### src/rtl/ysyx_23060072_fetch_queue_pkg.sv
// Shared core definitions for the rv32e fetch path: word width, bubble encoding
// and the {pc, inst} fetch packet carried from IF to ID.
package ysyx_23060072_fetch_queue_pkg;

    localparam int unsigned XLEN = 32;

    // addi x0, x0, 0 -- inserted downstream as a pipeline bubble
    localparam logic [XLEN-1:0] NOP_INST = 32'h00000013;

    typedef struct packed {
        logic [XLEN-1:0] pc;
        logic [XLEN-1:0] inst;
    } fetch_pkt_t;

endpackage

### src/rtl/ysyx_23060072_sync_fifo.sv
// Generic DEPTH x WIDTH register-array FIFO with wrap-bit pointers, a synchronous
// clear and an occupancy count. DEPTH must be a power of two, at least 2.
module ysyx_23060072_sync_fifo #(
    parameter int unsigned DEPTH = 4,
    parameter int unsigned WIDTH = 64
) (
    input  logic                     clk_i,
    input  logic                     rst_i,
    input  logic                     clr_i,
    input  logic                     wr_en_i,
    input  logic [WIDTH-1:0]         wr_data_i,
    input  logic                     rd_en_i,
    output logic                     full_o,
    output logic                     empty_o,
    output logic [WIDTH-1:0]         rd_data_o,
    output logic [$clog2(DEPTH):0]   count_o
);

    localparam int unsigned PtrW = $clog2(DEPTH) + 1;
    localparam int unsigned IdxW = PtrW - 1;

    logic [WIDTH-1:0] mem_q [DEPTH];
    logic [PtrW-1:0]  wr_ptr_q, wr_ptr_d;
    logic [PtrW-1:0]  rd_ptr_q, rd_ptr_d;
    logic             push, pop;

    // Extra MSB on each pointer tells a full queue apart from an empty one
    assign empty_o = (wr_ptr_q == rd_ptr_q);
    assign full_o  = (wr_ptr_q[IdxW-1:0] == rd_ptr_q[IdxW-1:0]) &&
                     (wr_ptr_q[PtrW-1] != rd_ptr_q[PtrW-1]);
    assign push    = wr_en_i && !full_o;
    assign pop     = rd_en_i && !empty_o;

    assign rd_data_o = mem_q[rd_ptr_q[IdxW-1:0]];
    assign count_o   = wr_ptr_q - rd_ptr_q;

    always_comb begin
        wr_ptr_d = wr_ptr_q;
        rd_ptr_d = rd_ptr_q;
        if (clr_i) begin
            wr_ptr_d = '0;
            rd_ptr_d = '0;
        end else begin
            if (push) wr_ptr_d = wr_ptr_q + PtrW'(1);
            if (pop)  rd_ptr_d = rd_ptr_q + PtrW'(1);
        end
    end

    always_ff @(posedge clk_i) begin
        if (rst_i) begin
            wr_ptr_q <= '0;
            rd_ptr_q <= '0;
        end else begin
            wr_ptr_q <= wr_ptr_d;
            rd_ptr_q <= rd_ptr_d;
        end
    end

    // Storage is never cleared; stale contents are unreachable once pointers reset
    always_ff @(posedge clk_i) begin
        if (push && !clr_i && !rst_i) begin
            mem_q[wr_ptr_q[IdxW-1:0]] <= wr_data_i;
        end
    end

endmodule

### src/rtl/ysyx_23060072_fetch_queue.sv
// Instruction fetch queue between IF and ID: buffers {pc, inst} pairs, drops
// everything on a redirect flush and masks the head to zero while empty.
module ysyx_23060072_fetch_queue #(
    parameter int unsigned DEPTH = 4,
    parameter int unsigned XLEN  = ysyx_23060072_fetch_queue_pkg::XLEN
) (
    input  logic                   clk,
    input  logic                   rst,
    input  logic                   flush,
    input  logic                   in_valid,
    output logic                   in_ready,
    input  logic [XLEN-1:0]        in_pc,
    input  logic [XLEN-1:0]        in_inst,
    output logic                   out_valid,
    input  logic                   out_ready,
    output logic [XLEN-1:0]        out_pc,
    output logic [XLEN-1:0]        out_inst,
    output logic [$clog2(DEPTH):0] count
);

    logic [2*XLEN-1:0] rd_data;
    logic              full;
    logic              empty;

    ysyx_23060072_sync_fifo #(
        .DEPTH (DEPTH),
        .WIDTH (2 * XLEN)
    ) u_fifo (
        .clk_i     (clk),
        .rst_i     (rst),
        .clr_i     (flush),
        .wr_en_i   (in_valid),
        .wr_data_i ({in_pc, in_inst}),
        .rd_en_i   (out_ready),
        .full_o    (full),
        .empty_o   (empty),
        .rd_data_o (rd_data),
        .count_o   (count)
    );

    // Ready depends only on state so IF never sees a path from ID's out_ready
    assign in_ready  = !full;
    assign out_valid = !empty;

    always_comb begin
        out_pc   = '0;
        out_inst = '0;
        if (!empty) begin
            {out_pc, out_inst} = rd_data;
        end
    end

endmodule

### config.mk
export PLATFORM = sky130hd
export DESIGN_NAME = ysyx_23060072_fetch_queue
export DESIGN_NICKNAME = d
export VERILOG_FILES = /design/src/rtl/ysyx_23060072_fetch_queue_pkg.sv /design/src/rtl/ysyx_23060072_sync_fifo.sv /design/src/rtl/ysyx_23060072_fetch_queue.sv
export SDC_FILE = /design/constraint.sdc
export NUM_CORES = 1
export LEC_CHECK = 0
export CAP_MARGIN = 20
export CORE_ASPECT_RATIO = 2
export CORE_MARGIN = 2
export CORE_UTILIZATION = 45
export CTS_CLUSTER_DIAMETER = 150
export CTS_CLUSTER_SIZE = 10
export DETAILED_ROUTE_END_ITERATION = 16
export PLACE_DENSITY = 0.67
export RECOVER_POWER = 25
export SLEW_MARGIN = 20
export SYNTH_ARGS = -nofsm -noshare
export SYNTH_HDL_FRONTEND = slang
export SYNTH_SLANG_ARGS = --single-unit
### constraint.sdc
create_clock -name clk -period 4.3 [get_ports clk]
set_input_delay 1.075 -clock clk [delete_from_list [all_inputs] [get_ports clk]]
set_output_delay 1.075 -clock clk [all_outputs]
set_load 0.02 [all_outputs]
==> run_results.csv <==
group,metric,value,unit
layout,layout-drive-gt1-share,18.8,%
cts,cts_resized,0,
worst_setup_path,rrSetupSlack,1.58,ns
worst_setup_path,reg2reg_to,"u_fifo.mem_q[0][18]$_DFFE_PP_",
sta,finalCriticalPeriod,3.97,ns
placement,port_buffers,137,
synthesis,avgSynthCellArea,21.9,sq um
synthesis,synthFlopType,"edfxtp_1",
power,power_leakage,4.05,nW
route,firstDrtPassIters,4,
die,start_util,45.6,%
die,die_h,218,um
die,dieArea,0.0241,sq mm
worst_setup_path,end_kind,"primary output",
synthesis,yosysTopAreaCell,"edfxtp_1",
cts,cts_root_buf,"clkbuf_16",
worst_setup_path,r2r_start,"u_fifo.wr_ptr_q[0]$_SDFFE_PP0P_",
job,cap_violations,0,
grt,grt_max_degree,44,
layout,num-nets-final,709,
layout,area_delta_synth_final,26.0,%
status,status,"complete, no violations",
sta,setup_viol,0,
grt,antenna_found_initial,6,
synthesis,synth_seq_cells,264,
synthesis,yosysWarnings,0,
die,core-area,0.0225,sq mm
route,route.vias.total,4987,
sta,rsz0062_at_grt,"no",
worst_setup_path,worstSetupPathType,"flip-flop to primary output",
worst_setup_path,crit_path_max_fanout,23,
synthesis,seq_area_frac_synth,76.4,%
worst_setup_path,critPathLaunch,"u_fifo.wr_ptr_q[0]$_SDFFE_PP0P_",
sta,worst-slew-pin-transition,0.623,ns
sta,worst_clock_skew,0.0134,ns
synthesis,synth_fp_nets,545,
layout,n_fill_cell,1682,
worst_setup_path,crit_path_end,"out_pc[2]",
route,drt_iter0_drc,291,
layout,multi_input_area,0.00223,sq mm
die,rows,78,
placement,hpwl,13300,um
route,wl_per_cell,22.2,um
synthesis,synthArstFlopShare,0,%
synthesis,netlist_area,0.0103,sq mm
worst_setup_path,critPathArrivalTime,2.90,ns
die,die_w,111,um
grt,globalRouteOverflowTotal,0,
layout,register_area,0.00786,sq mm
sta,relSlewSlack,58.4,%
cts,cts_buffer_depth,3,
synthesis,synthTopCellsByCount,"edfxtp_1 (256), mux4_2 (64), nor2b_1 (62), buf_6 (12)",
sta,setup_tns,0,ns
power,total_power,5.44,mW
worst_setup_path,startpoint_type,"flip-flop",
power,peakVddDrop,0.304,mV
hold_path,hp-class,"flip-flop to flip-flop",
grt,grt_pass1_vias,5566,
synthesis,synth-edff-count,256,
synthesis,yosysMostFrequentCell,"edfxtp_1",
sta,post-route-period-util,92.3,%
synthesis,synthTopCellsByArea,"edfxtp_1 (75%), mux4_2 (14%), nor2b_1 (3.8%)",
sta,hold_viol,0,
cts,hold_buffers,0,
cts,tritoncts,"built",
worst_setup_path,r2r_cells,6,
cts,clk_pin_slew,0.05,ns
route,vias_per_cell,5.30,
synthesis,yosysUniqueCellTypes,25,
worst_setup_path,worst_ep_required_time,3.22,ns
hold_path,holdPathStages,2,
route,drc,0,
grt,grt_first_pass_wirelength,31700,um
grt,grt.total_usage,17.4,%
synthesis,synth_top_area_share,74.9,%
cts,clkSinkCount,264,
sta,finalMaxSlewViolations,0,
placement,routabilityCongestion,0.754,
sta,fmax,252,MHz
power,p_per_area,420,mW/mm^2
cts,cts_buffers,30,
cts,htree_levels,1,
synthesis,synth_cells,468,
cts,cts_setup_buffers,0,
route,ant_nets,0,
die,io_pins,138,
cts,insertion_delay,0.54,ns
route,drt-total-wl,20900,um
-- flip-flops by register name, summed over array words and instances, names as in the netlist, named ones only --
name / cells
u_fifo.wr_ptr_q: 3
u_fifo.rd_ptr_q: 3
u_fifo.mem_q: 256
-- worst min path at each step --
| stage | start | endpoint | slack (ns) |
|---|---|---|---|
| 2_1_floorplan | u_fifo.wr_ptr_q[0]$_SDFFE_PP0P_ | u_fifo.wr_ptr_q[0]$_SDFFE_PP0P_ | 0.47 |
| 3_3_place_gp | u_fifo.wr_ptr_q[0]$_SDFFE_PP0P_ | u_fifo.wr_ptr_q[0]$_SDFFE_PP0P_ | 0.49 |
| 3_5_place_dp | u_fifo.wr_ptr_q[1]$_SDFFE_PP0P_ | u_fifo.wr_ptr_q[1]$_SDFFE_PP0P_ | 0.52 |
| 4_1_cts | u_fifo.wr_ptr_q[1]$_SDFFE_PP0P_ | u_fifo.wr_ptr_q[1]$_SDFFE_PP0P_ | 0.53 |
| 5_1_grt | u_fifo.wr_ptr_q[1]$_SDFFE_PP0P_ | u_fifo.wr_ptr_q[1]$_SDFFE_PP0P_ | 0.55 |
| 6_report | u_fifo.wr_ptr_q[0]$_SDFFE_PP0P_ | u_fifo.wr_ptr_q[0]$_SDFFE_PP0P_ | 0.53 |
-- kinds of logic after synthesis --
kind of cell / Yosys count / synth area share [%]
simple gates: 85 / 5.13
flops: 264 / 76.4
mux: 69 / 14.5
buf+inv: 32 / 2.16
compound gates: 7 / 0.475
fa+ha+maj: 8 / 1.05
xor+xnor: 3 / 0.256
-- final cells by class --
class	instances	share of cell area (%)
flip-flops and latches	264	60.7
multi-input cells	172	17.2
repair buffers	154	12.3
clock buffers	55	6.69
well taps	280	2.71
inverters	10	0.290
diodes	5	0.0967
clock inverters	1	0.0677
-- power breakdown --
group,total (mW),internal (mW),switching [mW]
Sequential,2.86,2.85,0.00937
Combinational,0.324,0.163,0.161
Clock,2.26,1.34,0.919
-- metal layers --
layer	vias up	global-route usage (%)	wire [um]
met5	-	0	0
met2	151	33.3	11800
li1	2227	-	-
met3	39	2.33	911
met1	2570	19.4	7590
met4	0	6.83	609
-- worst max-delay path, stage by stage (launching register included) --
cell	delay, ns
dfxtp_1	0.38
inv_1	0.11
ha_1	0.33
nand2_1	0.12
nor2_4	0.51
buf_12	0.26
nor2b_1	0.10
clkdlybuf4s50_1	0.55
-- layout by cell type (no fill, tap or decap), types with 3 or more instances in the layout --
cell | netlist | layout
clkdlybuf4s50_1 | 0 | 99
and3_4 | 0 | 4
nor2b_4 | 3 | 3
buf_4 | 0 | 10
clkbuf_1 | 1 | 24
buf_12 | 0 | 7
mux4_2 | 64 | 64
clkbuf_16 | 0 | 31
diode_2 | 0 | 5
nand2_1 | 10 | 10
dfxtp_1 | 8 | 6
dlygate4sd3_1 | 0 | 38
mux2i_1 | 5 | 5
nor2b_1 | 62 | 62
ha_1 | 7 | 7
edfxtp_1 | 256 | 256
inv_1 | 10 | 10
o211ai_1 | 4 | 4
-- through the flow --
stage                     instance area (sq um)  util [%]  setup WS (ns)  instances  hold slack (ns)
after global routing                      12900      57.4          0.180        940            0.551
after floorplan                           10300         -          0.829        468            0.469
after global placement                    12100      53.5          0.925        880            0.485
final                                     12900      57.4          0.330        941            0.525
after detailed placement                  12100      53.5          0.855        880            0.518
after CTS                                 12900      57.4          0.287        936            0.525
No activity file was read; power rests on OpenSTA's default activity.
